**src/rtl/rvfi_pkg.sv**
```systemverilog
// Shared RVFI shadow-pipeline types: the payload captured per instruction
// and the default data/address width.
package rvfi_pkg;

  localparam int XLEN   = 32;
  localparam int MASK_W = XLEN / 8;

  typedef struct packed {
    logic [31:0]       inst;
    logic [XLEN-1:0]   pc;
    logic [4:0]        rs1_addr;
    logic [4:0]        rs2_addr;
    logic [XLEN-1:0]   rs1_rdata;
    logic [XLEN-1:0]   rs2_rdata;
    logic [XLEN-1:0]   mem_addr;
    logic [MASK_W-1:0] mem_rmask;
    logic [MASK_W-1:0] mem_wmask;
    logic [XLEN-1:0]   mem_rdata;
    logic [XLEN-1:0]   mem_wdata;
  } rvfi_payload_t;

endpackage

```
**src/rtl/rvfi_shadow_stage.sv**
```systemverilog
// One shadow-pipeline register stage: valid bit, payload and next-PC, with
// flush > stall > load priority and bubble insertion behind a stalled stage.
module rvfi_shadow_stage #(
  parameter int XLEN = rvfi_pkg::XLEN
) (
  input  logic                   clk,
  input  logic                   rst,
  input  logic                   stall,
  input  logic                   stall_prev,
  input  logic                   flush,
  input  logic                   in_valid,
  input  rvfi_pkg::rvfi_payload_t in_payload,
  input  logic [XLEN-1:0]        in_pc_wdata,
  output logic                   valid,
  output rvfi_pkg::rvfi_payload_t payload,
  output logic [XLEN-1:0]        pc_wdata
);

  // A stalled upstream stage keeps its entry, so this stage must take a
  // bubble rather than a copy of it.
  always_ff @(posedge clk) begin
    if (!rst) begin
      valid    <= 1'b0;
      payload  <= '0;
      pc_wdata <= '0;
    end else if (flush) begin
      valid <= 1'b0;
    end else if (!stall) begin
      valid    <= in_valid & ~stall_prev;
      payload  <= in_payload;
      pc_wdata <= in_pc_wdata;
    end
  end

endmodule

```
**src/rtl/rvfi_shadow_pipe.sv**
```systemverilog
// Shadow pipeline carrying RVFI retirement info from capture to commit,
// with a retire-order counter and self-loop halt detection.
module rvfi_shadow_pipe #(
  parameter int DEPTH   = 2,
  parameter int XLEN    = rvfi_pkg::XLEN,
  parameter int ORDER_W = 64
) (
  input  logic                    clk,
  input  logic                    rst,
  input  logic                    cap_valid,
  input  rvfi_pkg::rvfi_payload_t cap_payload,
  input  logic                    cap_br_taken,
  input  logic [XLEN-1:0]         cap_br_target,
  input  logic [DEPTH-1:0]        stall,
  input  logic [DEPTH-1:0]        flush,
  input  logic                    wb_load,
  input  logic [XLEN-1:0]         wb_rd_wdata,
  output logic                    commit,
  output logic [ORDER_W-1:0]      order,
  output rvfi_pkg::rvfi_payload_t out_payload,
  output logic [XLEN-1:0]         pc_wdata,
  output logic [XLEN-1:0]         rd_wdata,
  output logic                    halt,
  output logic                    halted
);

  logic [XLEN-1:0]         cap_pc;
  logic [XLEN-1:0]         cap_pc_wdata;
  logic [DEPTH-1:0]        stage_valid;
  rvfi_pkg::rvfi_payload_t stage_payload [DEPTH];
  logic [XLEN-1:0]         stage_pc_wdata [DEPTH];
  logic [XLEN-1:0]         last_pc;

  assign cap_pc       = XLEN'(cap_payload.pc);
  assign cap_pc_wdata = cap_br_taken ? cap_br_target : (cap_pc + XLEN'(4));

  for (genvar i = 0; i < DEPTH; i++) begin : g_stage
    if (i == 0) begin : g_head
      rvfi_shadow_stage #(.XLEN(XLEN)) u_stage (
        .clk         (clk),
        .rst         (rst),
        .stall       (stall[i]),
        .stall_prev  (1'b0),
        .flush       (flush[i]),
        .in_valid    (cap_valid),
        .in_payload  (cap_payload),
        .in_pc_wdata (cap_pc_wdata),
        .valid       (stage_valid[i]),
        .payload     (stage_payload[i]),
        .pc_wdata    (stage_pc_wdata[i])
      );
    end else begin : g_body
      rvfi_shadow_stage #(.XLEN(XLEN)) u_stage (
        .clk         (clk),
        .rst         (rst),
        .stall       (stall[i]),
        .stall_prev  (stall[i-1]),
        .flush       (flush[i]),
        .in_valid    (stage_valid[i-1]),
        .in_payload  (stage_payload[i-1]),
        .in_pc_wdata (stage_pc_wdata[i-1]),
        .valid       (stage_valid[i]),
        .payload     (stage_payload[i]),
        .pc_wdata    (stage_pc_wdata[i])
      );
    end
  end

  // Gating with rst keeps commit low while reset is held, even before the
  // first reset edge has cleared the stage valid bits.
  assign commit      = stage_valid[DEPTH-1] & ~stall[DEPTH-1] & ~flush[DEPTH-1] & rst;
  assign out_payload = stage_payload[DEPTH-1];
  assign pc_wdata    = stage_pc_wdata[DEPTH-1];
  assign last_pc     = XLEN'(stage_payload[DEPTH-1].pc);
  assign halt        = commit & (stage_pc_wdata[DEPTH-1] == last_pc);
  assign rd_wdata    = wb_load ? wb_rd_wdata : '0;

  always_ff @(posedge clk) begin
    if (!rst) begin
      order  <= '0;
      halted <= 1'b0;
    end else begin
      if (commit) order <= order + ORDER_W'(1);
      if (halt) halted <= 1'b1;
    end
  end

endmodule
```
**config.mk**
```make
export PLATFORM = sky130hd
export DESIGN_NAME = rvfi_shadow_pipe
export DESIGN_NICKNAME = d
export VERILOG_FILES = /design/src/rtl/rvfi_pkg.sv /design/src/rtl/rvfi_shadow_stage.sv /design/src/rtl/rvfi_shadow_pipe.sv
export SDC_FILE = /design/constraint.sdc
export NUM_CORES = 1
export LEC_CHECK = 0
export BUFFER_PORTS_ARGS = -buffer_cell sky130_fd_sc_hd__buf_2
export CORE_AREA = 8 8 261 263
export DETAILED_ROUTE_END_ITERATION = 7
export DIE_AREA = 0 0 269 271
export PLACE_DENSITY = 0.69
export SETUP_SLACK_MARGIN = 0.5
export SLEW_MARGIN = 20
export SYNTH_ARGS = -nofsm -noshare
export SYNTH_HDL_FRONTEND = slang
export SYNTH_SLANG_ARGS = --single-unit
```
**constraint.sdc**
```tcl
create_clock -name clk -period 2.9 [get_ports clk]
set_input_delay 0.145 -clock clk [delete_from_list [all_inputs] [get_ports clk]]
set_output_delay 0.145 -clock clk [all_outputs]
set_load 0.02 [all_outputs]
```
==> out/qor.yml <==
run_status:
  status: "finished clean"
synthesis:
  synth.net_count: 3257
  synthCells: 2940
  synth_warnings: 0
  synth_ff_type: "dfxtp_1"
  async_reset_ff_frac: 0
  synth_cell_types: 44
  synth-seq-cells: 615
  syn_area_sq_um: 23100
  syn_area_per_cell_sq_um: 7.84
  yosysSeqAreaShare: 0.534
  synth_edf_count: 0
floorplan:
  rows: 93
  start_util: 0.361
  die_h_um: 271
  die_x_um: 269
  dieArea_sq_um: 72900
  core_region_area_sq_um: 63900
  ios: 688
detailed_routing:
  wl_met1_mm: 33.0
  drc_errors: 0
  via_per_inst: 4.99
  vias: 23600
  top_layer_used: "met5"
  met3_length_mm: 7.43
  ant_nets: 0
  wl_met2_mm: 39.0
  routedWlPerCell_um: 17.7
  wl_mm: 83.4
  first_iter_violations: 1950
  first_pass_iters: 6
worst_setup_path:
  reg2reg_depth: 7
  crit_arrival_ns: 2.23
  worstReg2RegStart: "order[9]"
  critPathLaunchType: "input port"
  cp_top_family: "simple AND/OR/NAND/NOR gates"
  cpMaxStageDelayCell: "dlygate4sd3_1"
  max_stage_delay_ns: 0.55
  critPathBufInv: 3
  worstPathRequired_ns: 2.76
  crit_fanout: 4
  crit_path_end_kind: "output port"
  r2r_end: "order[43]"
  reg2reg_slack_ns: 0.64
  critPathKind: "input port to output port"
  path_cells: "dlygate4sd3_1, buf_2, and4bb_4, nand3_1, or4_4, nor4_4, buf_4"
sta:
  tightestPinTransition_ns: 0.777
  layout_min_cycle_time_ns: 2.38
  worst_slack_ns: 0.524
  max_freq_mhz: 421
  drv_slew: 0
  rsz0062_at_grt: "true"
  final.setup_skew_ns: 0.0213
  hold_viol_final: 0
  slew_headroom: 0.482
  finalCritPeriodShare: 0.819
  setup_viol_count_final: 0
  holdWs_ns: 0.0544
  tns_ns: 0
final_layout:
  syn_to_final_growth_pct: 41.3
  fill_cells: 5870
  fin_nets: 4128
  drive_gt1_frac: 0.227
clocking:
  cts_tree: "yes"
  cts.path.max_buffers: 3
  clock_sinks: 615
  clock_latency_ns: 0.60
  cts.clk_slew.worst_paths_ns: 0.06
  cts_root_buf: "clkbuf_16"
  htreeDepth: 3
  cts_buffers: 69
job:
  drv_cap: 0
global_route:
  antenna_found_initial: 9
  grt_pass1_vias: 22900
  grt_start_max_net_pins: 139
  grt_first_pass_wirelength_mm: 127
  grt_overflow: 0
  grtUsageTotal: 0.215
min_path:
  whs_path_depth: 4
  hold_start: "cap_br_target[29]"
  min_path_type: "input port to flip-flop"
  holdPathEnd: "g_stage[0].g_head.u_stage.pc_wdata[29]"
power_and_ir_drop:
  leakage_nw: 13.3
  ir_worst_vdd_mv: 0.486
  power_density_nw_per_um2: 592
placed_design:
  pre_cts_ws_ns: 0.506
  dp_hpwl_mm: 55.2
  numPortBuffers: 687
  place_congestion: 0.887
==> registers in the layout (all words and copies together), names as in the netlist <==
name / cells
order: 64
halted: 1
g_stage.g_head.u_stage.payload: 242
g_stage.g_body.u_stage.valid: 1
g_stage.g_body.u_stage.payload: 242
g_stage.g_body.u_stage.pc_wdata: 32
g_stage.g_head.u_stage.pc_wdata: 32
g_stage.g_head.u_stage.valid: 1
==> cells by family after synthesis <==
group	share of synthesized area
AO/OA/AOI/OAI	0.145
XOR/XNOR	0.0330
adder cells (fa/ha/maj)	0.00108
buffers and inverters	0.0374
flip-flops	0.534
multiplexers	0.00174
AND/OR/NAND/NOR	0.248
==> final cells by class <==
type	instances	area, sq um	share of cell area
sequential	615	12300	0.378
multi-input combinational	2096	10000	0.307
timing repair buffer	1017	6820	0.209
clock buffer	95	1960	0.0603
tap	855	1070	0.0328
clock inverter	26	337	0.0103
inverter	12	52.6	0.00161
antenna	6	15.0	0.000461
==> placed cells by master (no fill, tap or decap), types with 7 or more instances in the layout <==
cell type | Yosys | final
a21oi_1 | 564 | 564
and2_1 | 36 | 36
and3_1 | 18 | 17
and4_1 | 16 | 14
buf_12 | 0 | 16
buf_2 | 3 | 686
buf_4 | 0 | 34
clkbuf_1 | 200 | 12
clkbuf_16 | 0 | 69
clkbuf_8 | 0 | 14
clkinv_2 | 0 | 12
dfxtp_1 | 615 | 607
dfxtp_2 | 0 | 8
dlygate4sd3_1 | 0 | 281
inv_1 | 11 | 11
nand2_1 | 1084 | 1082
nand3_1 | 49 | 47
nand4_1 | 39 | 39
nor2_1 | 47 | 45
nor3_1 | 14 | 14
nor4_1 | 15 | 12
o211ai_1 | 7 | 7
o21ai_0 | 16 | 16
o22ai_1 | 9 | 9
o31ai_1 | 21 | 21
or3_1 | 12 | 12
or4_1 | 22 | 21
xnor2_1 | 39 | 33
xor2_1 | 48 | 48
==> stage by stage <==
step	util	total power [mW]	instance area, sq um	std cells
floorplan	-	9.76	23100	2940
global placement	0.428	10.4	27300	4311
detailed placement	0.428	10.4	27300	4311
CTS	0.510	19.5	32600	4715
global route	0.510	20.0	32600	4721
finish	0.510	19.3	32600	4722
==> per-layer routing <==
layer,up-vias,GRT usage
met4,4,0.105
met1,10900,0.258
li1,11500,-
met2,951,0.350
met5,-,0
met3,234,0.0605
==> power by group <==
group          switching (mW)  internal [mW]  leakage [nW]
sequential              0.131           8.69          5.00
clock                    3.67           5.09          1.12
combinational           0.997          0.735          7.22
==> how the worst max path moves through the flow <==
stage	start	end	cells after the start
final	flush[1]	halt	7
after global routing	g_stage[1].g_body.u_stage.payload[183]	halt	5
after CTS	g_stage[1].g_body.u_stage.payload[190]	halt	6
after detailed placement	stall[1]	order[44]	6
after global placement	stall[1]	order[44]	6
after floorplan	g_stage[1].g_body.u_stage.pc_wdata[6]	halted	5
==> cells in the mapped netlist, types with 5 or more instances <==
cell type  number  area share
a211oi_1        5      0.0016
a21oi_1       564        0.12
and2_1         36      0.0098
and3_1         18      0.0049
and4_1         16      0.0061
buf_1          14      0.0023
clkbuf_1      200       0.033
dfxtp_1       615        0.53
inv_1          11      0.0018
nand2_1      1084        0.18
nand3_1        49       0.011
nand4_1        39       0.011
nor2_1         47      0.0076
nor3_1         14      0.0030
nor4_1         15      0.0041
o211ai_1        7      0.0023
o21ai_0        16      0.0035
o22ai_1         9      0.0024
o31ai_1        21      0.0068
or3_1          12      0.0033
or4_1          22      0.0072
xnor2_1        39       0.015
xor2_1         48       0.018
==> worst min-delay path, cell delays in order <==
cell,delay [ns]
buf_2,0.07
and3_1,0.20
a21oi_1,0.05
o22ai_1,0.13
==> repair_timing <==
| action | in CTS | in global routing |
|---|---|---|
| hold endpoints to repair | 277 | 0 |
| hold buffers | 281 | 0 |
| endpoints found under the setup margin | 1 | 12 |
| resized for setup | 22 | 7 |
| buffers inserted | 2 | 1 |
| pin swaps | 8 | 1 |
Power figures use the tool's default switching activity.
